## config.mk

```make
export PLATFORM = sky130hd
export DESIGN_NAME = enigma_key_sequencer
export DESIGN_NICKNAME = d
export VERILOG_FILES = /design/src/rtl/enigma_key_sequencer.sv
export SDC_FILE = /design/constraint.sdc
export NUM_CORES = 1
export LEC_CHECK = 0
export BUFFER_PORTS_ARGS = -buffer_cell sky130_fd_sc_hd__buf_2
export CAP_MARGIN = 20
export CORE_MARGIN = 2
export CORE_UTILIZATION = 53
export CTS_CLUSTER_SIZE = 14
export DETAILED_ROUTE_END_ITERATION = 10
export PLACE_DENSITY = 0.77
export SLEW_MARGIN = 40
export SYNTH_ARGS = -nofsm -noshare
export SYNTH_HDL_FRONTEND = slang
export SYNTH_SLANG_ARGS = --single-unit
```

## constraint.sdc

```tcl
create_clock -name clk -period 2.57 [get_ports clk]
set_clock_uncertainty 0.15 [all_clocks]
set_input_delay 0.514 -clock clk [delete_from_list [all_inputs] [get_ports clk]]
set_output_delay 0.514 -clock clk [all_outputs]
set_load 0.01 [all_outputs]
```

## src/rtl/enigma_key_sequencer.sv

```systemverilog
// Per-keypress controller for the Enigma I core: steps the rotors, runs the
// substitution datapath, and hands the ciphertext letter downstream.
module enigma_key_sequencer #(
  parameter int GROUP_LEN = 5,
  parameter int TIMEOUT   = 64,
  parameter int CNT_W     = 16
) (
  input  logic             clk,
  input  logic             rst_n,
  input  logic             cfg_load_req,
  input  logic             key_valid,
  input  logic [4:0]       key_data,
  output logic             key_ready,
  output logic             step_pulse,
  output logic             load_pulse,
  output logic             cipher_start,
  output logic [4:0]       cipher_in,
  input  logic             cipher_done,
  input  logic [4:0]       cipher_out,
  output logic             out_valid,
  output logic [4:0]       out_data,
  output logic             out_group_end,
  input  logic             out_ready,
  output logic [CNT_W-1:0] char_count,
  output logic             busy,
  output logic             err_timeout,
  output logic             err_bad_key
);

  typedef enum logic [2:0] {
    S_IDLE, S_LOAD, S_STEP, S_START, S_WAIT, S_OUT
  } state_t;

  localparam logic [4:0] GRP_LAST = 5'(GROUP_LEN - 1);
  localparam logic [7:0] TO_LAST  = 8'(TIMEOUT - 1);

  state_t     state, state_nxt;
  logic [4:0] grp_cnt;
  logic [7:0] to_cnt;
  logic       key_bad;

  assign key_bad = (key_data > 5'd25);
  assign busy    = (state != S_IDLE);

  always_ff @(posedge clk) begin
    if (!rst_n) state <= S_IDLE;
    else        state <= state_nxt;
  end

  // Every pulse is a Moore output of its own state, so each lasts exactly one cycle.
  always_comb begin
    state_nxt     = state;
    key_ready     = 1'b0;
    step_pulse    = 1'b0;
    load_pulse    = 1'b0;
    cipher_start  = 1'b0;
    out_valid     = 1'b0;
    out_group_end = 1'b0;
    case (state)
      S_IDLE: begin
        key_ready = !cfg_load_req;
        if (cfg_load_req)             state_nxt = S_LOAD;
        else if (key_valid && !key_bad) state_nxt = S_STEP;
      end
      S_LOAD: begin
        load_pulse = 1'b1;
        state_nxt  = S_IDLE;
      end
      S_STEP: begin
        step_pulse = 1'b1;
        state_nxt  = S_START;
      end
      S_START: begin
        cipher_start = 1'b1;
        state_nxt    = S_WAIT;
      end
      S_WAIT: begin
        if (cipher_done)            state_nxt = S_OUT;
        else if (to_cnt == TO_LAST) state_nxt = S_IDLE;
      end
      S_OUT: begin
        out_valid     = 1'b1;
        out_group_end = (grp_cnt == GRP_LAST);
        if (out_ready) state_nxt = S_IDLE;
      end
      default: state_nxt = S_IDLE;
    endcase
  end

  always_ff @(posedge clk) begin
    if (!rst_n) begin
      cipher_in   <= 5'd0;
      out_data    <= 5'd0;
      grp_cnt     <= 5'd0;
      to_cnt      <= 8'd0;
      char_count  <= '0;
      err_timeout <= 1'b0;
      err_bad_key <= 1'b0;
    end else begin
      case (state)
        S_IDLE: begin
          if (key_valid && key_ready) begin
            if (key_bad) err_bad_key <= 1'b1;
            else         cipher_in   <= key_data;
          end
        end
        S_LOAD: begin
          char_count  <= '0;
          grp_cnt     <= 5'd0;
          err_timeout <= 1'b0;
          err_bad_key <= 1'b0;
        end
        S_START: to_cnt <= 8'd0;
        S_WAIT: begin
          to_cnt <= to_cnt + 8'd1;
          // An abandoned letter leaves the rotors stepped; only the error is recorded.
          if (cipher_done)            out_data    <= cipher_out;
          else if (to_cnt == TO_LAST) err_timeout <= 1'b1;
        end
        S_OUT: begin
          if (out_ready) begin
            char_count <= char_count + CNT_W'(1);
            grp_cnt    <= (grp_cnt == GRP_LAST) ? 5'd0 : grp_cnt + 5'd1;
          end
        end
        default: ;
      endcase
    end
  end

endmodule

```

# Word-level counts from Yosys, hierarchy flattened
# Index checks and enable logic that the tools add are counted.
# Widths: inputs -> output; s select.
word_totals:
  elab_cells: 67
  register_bits: 44
  out_inout_bits: 35
op_classes:
  muxes: 24
  order_cmp: 1
  add_sub_neg: 3
  bitwise_logic: 1
  n_reduce_logical: 16
  eq_ne: 14
op_table:
  columns: ["cell", "n"]
  rows:
  - ["$pmux 16 s2", 1]
  - ["$add 16x1->16 const B", 1]
  - ["$mux 16", 1]
  - ["$pmux 8 s2", 1]
  - ["$mux 3", 5]
  - ["$pmux 3 s5", 1]
  - ["$reduce_and 3->1", 4]
  - ["$mux 1", 10]
  - ["$mux 5", 2]
  - ["$ne 2x2->1 const B", 5]
  - ["$pmux 5 s2", 1]
  - ["$add 8x1->8 const B", 1]
  - ["$eq 8x6->1 const B", 1]
  - ["$reduce_bool 2->1", 4]
  - ["$eq 3x2->1 const B", 2]
  - ["$eq 3x3->1 const B", 2]
  - ["$ne 3x3->1 const B", 2]
  - ["$add 5x1->5 const B", 1]
  - ["$eq 5x3->1 const B", 1]
  - ["$gt 5x5->1 const B", 1]
  - ["$pmux 1 s2", 2]
  - ["$reduce_and 2->1", 2]
  - ["$eq 3x1->1 const B", 1]
  - ["$logic_not 3->1", 1]
  - ["4 further kinds", 6]

# Depth between registers and ports, before layout
# Gate-level depths: netlist of the first run.
depth:
  ltp_word: 6
  depth_mapped: 7
  ltp_nobuf: 6

# Least setup slack after synthesis of the first run
# OpenSTA, ideal clock, no wires.
synth_path:
  path_kind: "reg-to-reg"
  start: "reg state[2]"
  end: "reg cipher_in[4]"
  period_less_slack_ps: 1833
  path_stages_with_launch: 6
  setup_time_ps: 128
  slack_ps: 737
  t_required_ps: 2292
  arrival_ps: 1556
  path_buffers: 1
  path_cell_list: "dfxtp_1 clkbuf_1 nor4_2 nand3_1 mux2i_1 nor2_1"
synth_via:
  elab_chain_cells: 4
synth_lines:
  columns: ["element", "line", "text"]
  rows:
  - ["start, declared", "37", "state_t state, state_nxt;"]
  - ["start signal, assigned", "47", "else state <= state_nxt;"]
  - ["$logic_not 3->1", "59", "case (state)"]
  - ["$mux 1", "59", null]
  - ["via key_ready", "13", "output logic key_ready,"]
  - ["$logic_and 1x1->1", "102", "if (key_valid && key_ready) begin"]
  - ["$reduce_and 3->1 (no line)", null, null]
  - ["end signal, assigned", "104", "else cipher_in <= key_data;"]
  - ["end, declared", "17", "output logic [4:0] cipher_in,"]
# The timed path passes the listed nets, and every way through them passes these cells.
# A chain may end at the register's enable or synchronous reset.

# Worst setup path in the final report of the first run
layout_path:
  start: "reg state[0]"
  end: "out out_group_end"
layout_via:
  elab_chain_cells: 2
layout_lines:
  columns: ["element", "line", "text"]
  rows:
  - ["$eq 3x3->1", "59", null]
  - ["$mux 1", "59", null]
  - ["end, declared", "22", "output logic out_group_end,"]
# No other way between the ends.

==> run metrics, run 1 <==
outcome=finished, final reports clean; Clk pin slew, worst setup/hold paths=90 ps; synthesized area=2090 um^2; Crit path buffers/inverters=1; Post-synth ARST share=0%; synth unique cells=47; crit path cell chain=nand2b_1 -> nor3_1 -> buf_2; WS Path Type=flop to output port; cell count after placement=331; static leakage=0.979 nW; Finish-stage setup viols=0; CTS root buf=clkbuf_8; post-CTS setup buffer count=0; GR Util met2=39.4%; largest net degree at the start of global routing=29; #FFs+latches synth=44; CTS Buf Count=5; worst skew pair latency=300 ps; ant diodes=0; pre-CTS WS=507 ps; Crit. End Element=output port; Crit path max-delay family=flip-flops; Clock Path Buffers=2; Arr. time, crit path=1550 ps; Final Total Pwr=1.26 mW; unrepaired setup endpoints after global routing=no; Final Routed Wirelength=4.60 mm; Final min period=2210 ps; first-pass GRT wire length=7.89 mm; DIE HEIGHT=66.8 um; met1 Usage GRT=28.9%; Layout area overhead=17.3%; max_cap viols=0; design area=2450 um^2; Primary FF master, synth=dfxtp_1; share of post-route cells with drive strength above 1=22.0%; Core Region=3720 um^2; Hold WS=289 ps; DR iter-0 viols=129; CP max-delay cell=dfxtp_1; layer with the highest usage=met2; CP Max Fanout=12; area leader, netlist=dfxtp_1; Highest Clock Rate=0.452 GHz; syn avg cell area=8.63 um^2; Synth Net Count=262; grt met3 use=5.41%; setup tns final=0 ps; share of Yosys cell area claimed by the top area cell type=42.2%; Hold Buf Count CTS=0; Clock Sink Count=44; Vias=1938; Final Wtd Congestion=0.834; final cycle utilization of the critical path=86.1%; Power Density=516 nW/um^2; Hold Crit Class=input port to flop; Area contributors post-synth=dfxtp_1 (42%), nor2_1 (6.3%), a21oi_1 (5.3%); Rel. slew slack=60.8%; Starting Density=56.2%; post-route ant nets=0; H-tree depth=2; worst IR drop on VDD=0.381 mV; I/O Pins=51; CP peak stage delay=550 ps; Final Hold Fails=0; I/O Buffers=50; Syn. warnings=0; wire length per cell=13.6 um; gr ovfl total=0; Post-Syn Instances=242; final non-filler cell total=339; actual slew at the worst max-slew pin=573 ps; Setup crit start kind=flop; Final Slew Violations=0; worst setup margin=358 ps; Post-DP HPWL=3.35 mm; CP required=1910 ps; Final nets=310; die width=66.8 um; # rows=22; initial antenna violation count=0; GRT Total Usage=22.8%; drt via density=5.72; number of global-route vias before repair=1741; Resized Gates After CTS=0; drt drc=0; drt pass-1 iters=4; number of flops mapped to enable cells by yosys=0; CTS tree=done; DP Area=2350 um^2; Die ar.=4460 um^2; register area share after synthesis=42.2%; Layout Utilization=65.9%
[state kept, by name, summed over array words and instances (netlist names)]
name / cells
char_count: 16
grp_cnt: 5
cipher_in: 5
out_data: 5
to_cnt: 8
err_bad_key: 1
state: 3
err_timeout: 1
[layout by cell type, fill, tap and decap left out, types with 3 or more instances in the layout]
cell and n:
nand2b_1 4, o211ai_1 3, nand4_1 3, nand2_1 15, o31ai_1 5, a31oi_1 3
or3_1 6, clkbuf_8 6, nor2_1 35, buf_2 50, a22oi_1 3, xnor2_1 5
nor3_1 4, or4_1 9, dfxtp_1 44, o21ai_0 6, a21oi_1 22, inv_1 6
nand3_1 9, nor4_1 4, and2_1 3, o311ai_0 3, mux2i_1 9, ha_1 4
[power breakdown]
part,switching [mW],leakage (nW),internal (mW),total (mW)
registers,0.0109,0.355,0.689,0.700
clock network,0.249,0.0434,0.218,0.467
logic,0.0597,0.580,0.0365,0.0962
[path summary, 6_finish.rpt]
check | start | endpoint | slack [ps] | cells past startpoint
max | state[0]$_SDFFE_PN0P_ | out_group_end | 360 | 3
max reg2reg | state[0]$_SDFFE_PN0P_ | char_count[10]$_SDFFE_PN0P_ | 460 | 4
min | key_data[0] | cipher_in[0]$_SDFFE_PN0P_ | 290 | 3
min reg2reg | err_timeout$_SDFFE_PN0P_ | err_timeout$_SDFFE_PN0P_ | 320 | 2
[cells by family (layout without fill, tap and decap cells)]
family,Yosys count,count (layout),synth area share [%]
xor gates and xnor gates,5,5,2.10
and+or+nand+nor,110,110,28.9
muxes,9,9,4.31
adders and majority gates,4,4,2.40
buffers and inverters,17,66,3.83
AOI/OAI and AO/OA,53,53,16.3
DFF,44,44,42.2
[layout make-up]
class,count,area (um^2)
clock inverters,2,15.0
multi-input cells,181,1130
repair buffers,51,258
fillers,328,1270
well taps,48,60.1
flip-flops and latches,44,881
inverters,7,26.3
clock buffers,6,82.6
[synthesized netlist by cell type, types with 4 or more instances]
master	number
o31ai_1	5
dfxtp_1	44
clkbuf_1	6
nor2_1	35
or4_1	9
inv_1	6
nor3_1	4
o21ai_0	6
mux2i_1	9
ha_1	4
a21oi_1	22
nor4_1	4
nand3_1	9
xnor2_1	5
or3_1	6
nand2b_1	4
nand2_1	15
[worst min-delay path, delay by kind of cell]
family,cells,cell delay (ps)
buffers and inverters,1,70
and+or+nand+nor,1,70
muxes,1,50
[layer usage]
layer | up-vias | share of wire [%] | wire length [um]
met5 | - | 0 | 0
met4 | 0 | 0.89 | 41
met3 | 6 | 5.5 | 251
met2 | 60 | 47 | 2180
met1 | 879 | 46 | 2120
li1 | 993 | - | -
Note: power is estimated with default switching activity, not from simulation.
==> run 2, diff against run 1 <==
CORE_UTILIZATION = 54   (was 53)
CTS_BUF_LIST = sky130_fd_sc_hd__clkbuf_8   (was unset)
PLACE_DENSITY = 0.79   (was 0.77)
==> run metrics, run 2 (synthesis gave the netlist of run 1 again) <==
Top reg by flops=char_count; Final Wtd Congestion=0.793; actual slew at the worst max-slew pin=592 ps; Vias=1911; CTS Buf Count=5; Clock Sink Count=44; CTS root buf=clkbuf_8; Final Routed Wirelength=4.40 mm; Clk pin slew, worst setup/hold paths=70 ps; drt pass-1 iters=4; uppermost routed layer=met4; Met1 Routed Length=2.09 mm; Setup crit start kind=flop; CP peak stage delay=530 ps; share of post-route cells with drive strength above 1=21.7%; Hold Crit Class=input port to flop; # rows=22; die width=66.2 um; met3 wire len=266 um; H-tree depth=2; commonest non-fill, non-tap cell in the layout=buf_2; post-CTS setup buffer count=0; Arr. time, crit path=1590 ps; Rel. slew slack=59.5%; design area=2450 um^2; static leakage=0.986 nW; max_cap viols=0; fill cell count=324; worst setup margin=319 ps; Largest register FFs=16; GRT Total Usage=20.8%; worst IR drop on VDD=0.324 mV; final cycle utilization of the critical path=87.6%; CP required=1910 ps; Die ar.=4380 um^2; Resized Gates After CTS=0; I/O Buffers=50; CTS tree=done; initial antenna violation count=0; Core Region=3690 um^2; final non-filler cell total=338; Final nets=310; Starting Density=56.6%; Final min period=2250 ps; Finish-stage setup viols=0; number of global-route vias before repair=1710; R2R depth=4; drt via density=5.65; Crit path max-delay family=simple AND/OR/NAND/NOR gates; Power Density=510 nW/um^2; FF-to-FF End=char_count[10]$_SDFFE_PN0P_; Hold Buf Count CTS=0; R2R setup slack=500 ps; worst skew pair latency=290 ps; DR iter-0 viols=96; outcome=finished, final reports clean; Crit Reg-Reg Startpoint=state[0]$_SDFFE_PN0P_; cell count after placement=331; first-pass GRT wire length=7.26 mm; most frequent cells in the layout=buf_2 (50), dfxtp_1 (44), nor2_1 (35); pre-CTS WS=519 ps; DIE HEIGHT=66.2 um; Final Hold Fails=0; CP max-delay cell=dfxtp_1; Layout Utilization=66.4%; Crit path buffers/inverters=1; Crit. End Element=output port; post-route ant nets=0; gr ovfl total=0; setup tns final=0 ps; met2 WL=2.02 mm; biggest regs=char_count (16), to_cnt (8); Final Total Pwr=1.25 mW; DP Area=2350 um^2; unrepaired setup endpoints after global routing=no; hold wc startpoint=cipher_out[3]; Hold WS=311 ps; Final Slew Violations=0; CP Max Fanout=12; WS Path Type=flop to output port; Clock Path Buffers=2; crit path cell chain=nand2b_1 -> nor3_1 -> buf_2; Highest Clock Rate=0.444 GHz; I/O Pins=51; Layout area overhead=17.3%; drt drc=0; wire length per cell=13.0 um; Crit. Startpoint=state[0]$_SDFFE_PN0P_; Hold Path End=out_data[3]$_SDFFE_PN0P_; ant diodes=0; largest net degree at the start of global routing=29; Hold Path Stages=3; Post-DP HPWL=3.24 mm
[run 2: layout make-up]
type                            instances  area [um^2]  share of cell area (%)
Timing Repair Buffer                   51          258                    10.5
Tap cell                               48         60.1                    2.45
Inverter                                7         26.3                    1.07
Clock buffer                            7         96.3                    3.93
Sequential cell                        44          881                    36.0
Multi-Input combinational cell        181         1130                    46.0
[run 2: where the power goes]
part           leakage [nW]  switching [mW]  total, mW  internal (mW)
Combinational         0.580          0.0580     0.0945         0.0365
Sequential            0.355          0.0109      0.700          0.689
Clock                0.0503           0.215      0.454          0.239
[run 2: worst max-delay path by stage]
stage                                   to  slack [ps]  cells after the start
6_report                     out_group_end         320                      3
4_1_cts                      out_group_end         340                      3
2_1_floorplan    cipher_in[4]$_SDFFE_PN0P_         740                      5
3_3_place_gp   char_count[10]$_SDFFE_PN0P_         590                      4
3_5_place_dp   char_count[10]$_SDFFE_PN0P_         520                      4
5_1_grt                      out_group_end         200                      3
[run 2: tightest hold or removal path, cell delays in order]
cell,delay (ps)
buf_2,70
mux2i_1,60
nor2_1,70
[run 2: per-layer routing]
layer	vias to the layer above	GRT usage, %
met3	6	6.13
met2	46	36.0
met4	0	5.61
met1	871	25.0
met5	-	0
li1	988	-
==> run 3, diff against run 2 <==
--- a/config.mk
+++ b/config.mk
@@ -8,4 +8,5 @@
 export BUFFER_PORTS_ARGS = -buffer_cell sky130_fd_sc_hd__buf_2
 export CAP_MARGIN = 20
+export CORE_ASPECT_RATIO = 1.25
 export CORE_MARGIN = 2
 export CORE_UTILIZATION = 54
@@ -14,5 +15,4 @@
 export DETAILED_ROUTE_END_ITERATION = 10
 export PLACE_DENSITY = 0.79
-export SLEW_MARGIN = 40
 export SYNTH_ARGS = -nofsm -noshare
 export SYNTH_HDL_FRONTEND = slang
==> constraint.sdc (replaced) <==
create_clock -name clk -period 2.57 [get_ports clk]
set_clock_uncertainty 0.15 [all_clocks]
set_input_delay 0.257 -clock clk [delete_from_list [all_inputs] [get_ports clk]]
set_output_delay 0.257 -clock clk [all_outputs]
set_load 0.01 [all_outputs]
==> run metrics, run 3 (synthesis gave the netlist of run 1 again) <==
Arr. time, crit path=2170 ps; R2R setup slack=490 ps; Largest register FFs=16; biggest regs=char_count (16), to_cnt (8); CP peak stage delay=540 ps; Setup crit start kind=flop; drt via density=5.87; Highest Clock Rate=0.481 GHz; commonest non-fill, non-tap cell in the layout=buf_2; Core Region=3750 um^2; I/O Pins=51; CP required=2660 ps; Crit. End Element=flop; number of global-route vias before repair=1790; R2R depth=4; static leakage=0.979 nW; outcome=finished, final reports clean; CP Max Fanout=12; Finish-stage setup viols=0; actual slew at the worst max-slew pin=574 ps; ant diodes=0; worst setup margin=492 ps; die width=59.6 um; Hold Buf Count CTS=0; Clock Path Buffers=2; FF-to-FF End=char_count[10]$_SDFFE_PN0P_; Top reg by flops=char_count; Final Total Pwr=1.25 mW; Hold Path Stages=3; share of post-route cells with drive strength above 1=22.0%; gr ovfl total=0; final non-filler cell total=331; unrepaired setup endpoints after global routing=no; Final Slew Violations=0; initial antenna violation count=0; drt drc=0; I/O Buffers=50; drt pass-1 iters=6; CTS root buf=clkbuf_8; CTS tree=done; crit path cell chain=nand2b_1 -> or3_1 -> or4_1 -> a21oi_1; Final Wtd Congestion=0.827; DR iter-0 viols=133; GRT Total Usage=22.2%; Starting Density=55.6%; max_cap viols=0; Hold WS=45.8 ps; CP max-delay cell=dfxtp_1; Final Hold Fails=0; Layout area overhead=16.8%; CTS Buf Count=5; DIE HEIGHT=73.5 um; H-tree depth=2; # rows=25; most frequent cells in the layout=buf_2 (50), dfxtp_1 (44), nor2_1 (35); wire length per cell=13.8 um; Hold Crit Class=input port to flop; Clk pin slew, worst setup/hold paths=90 ps; Die ar.=4380 um^2; WS Path Type=flop to flop; Final Routed Wirelength=4.57 mm; worst IR drop on VDD=0.333 mV; Power Density=514 nW/um^2; Rel. slew slack=60.7%; largest net degree at the start of global routing=29; final cycle utilization of the critical path=80.9%; Resized Gates After CTS=0; setup tns final=0 ps; Hold Path End=out_data[4]$_SDFFE_PN0P_; pre-CTS WS=515 ps; hold wc startpoint=cipher_out[4]; Final nets=310; Post-DP HPWL=3.37 mm; Vias=1944; Final min period=2080 ps; post-CTS setup buffer count=0; first-pass GRT wire length=7.55 mm; worst skew pair latency=300 ps; post-route ant nets=0; Crit Reg-Reg Startpoint=state[0]$_SDFFE_PN0P_; Clock Sink Count=44; cell count after placement=323
-- run 3: cell count changes in the layout (fill, tap and decap cells not counted), sizes merged --
cell / change
clkinvlp: +2
clkbuf: -1
-- run 3: worst max-delay path by stage --
stage	start	to	cells after the start
6_report	state[0]$_SDFFE_PN0P_	char_count[10]$_SDFFE_PN0P_	4
5_1_grt	state[0]$_SDFFE_PN0P_	char_count[10]$_SDFFE_PN0P_	4
4_1_cts	state[0]$_SDFFE_PN0P_	char_count[10]$_SDFFE_PN0P_	4
3_5_place_dp	state[0]$_SDFFE_PN0P_	char_count[10]$_SDFFE_PN0P_	4
3_3_place_gp	state[0]$_SDFFE_PN0P_	char_count[10]$_SDFFE_PN0P_	4
2_1_floorplan	state[2]$_SDFFE_PN0P_	cipher_in[4]$_SDFFE_PN0P_	5
-- run 3: layout make-up --
type,count,area [um^2]
inverters,7,26.3
clock buffers,6,82.6
flip-flops and latches,44,881
repair buffers,51,258
well taps,40,50.0
multi-input cells,181,1130
clock inverters,2,15.0
fillers,356,1310
-- run 3: per-layer routing --
layer | routed length, um | vias to the layer above | track usage [%]
met4 | 99 | 0 | 9.14
met3 | 301 | 10 | 5.81
li1 | - | 989 | -
met5 | 0 | - | 0
met1 | 2020 | 877 | 25.9
met2 | 2150 | 68 | 38.0
-- run 3: critical path, delay by kind of cell, from the launching register on --
kind            cells  cell delay, ps
simple gates        3            1190
flops               1             540
compound gates      1             140
-- run 3: metrics by stage --
step	cell area (um^2)	utilization [%]
2_1_floorplan	2090	-
3_3_place_gp	2340	62.4
3_5_place_dp	2340	62.4
4_1_cts	2440	65.0
5_1_grt	2440	65.0
6_report	2440	65.0
-- run 3: power breakdown --
part	switching (mW)	total, mW	leakage, nW	internal [mW]
sequential	0.0105	0.699	0.355	0.689
clock	0.241	0.458	0.0434	0.218
combinational	0.0589	0.0955	0.580	0.0366
total	0.310	1.25	0.979	0.943
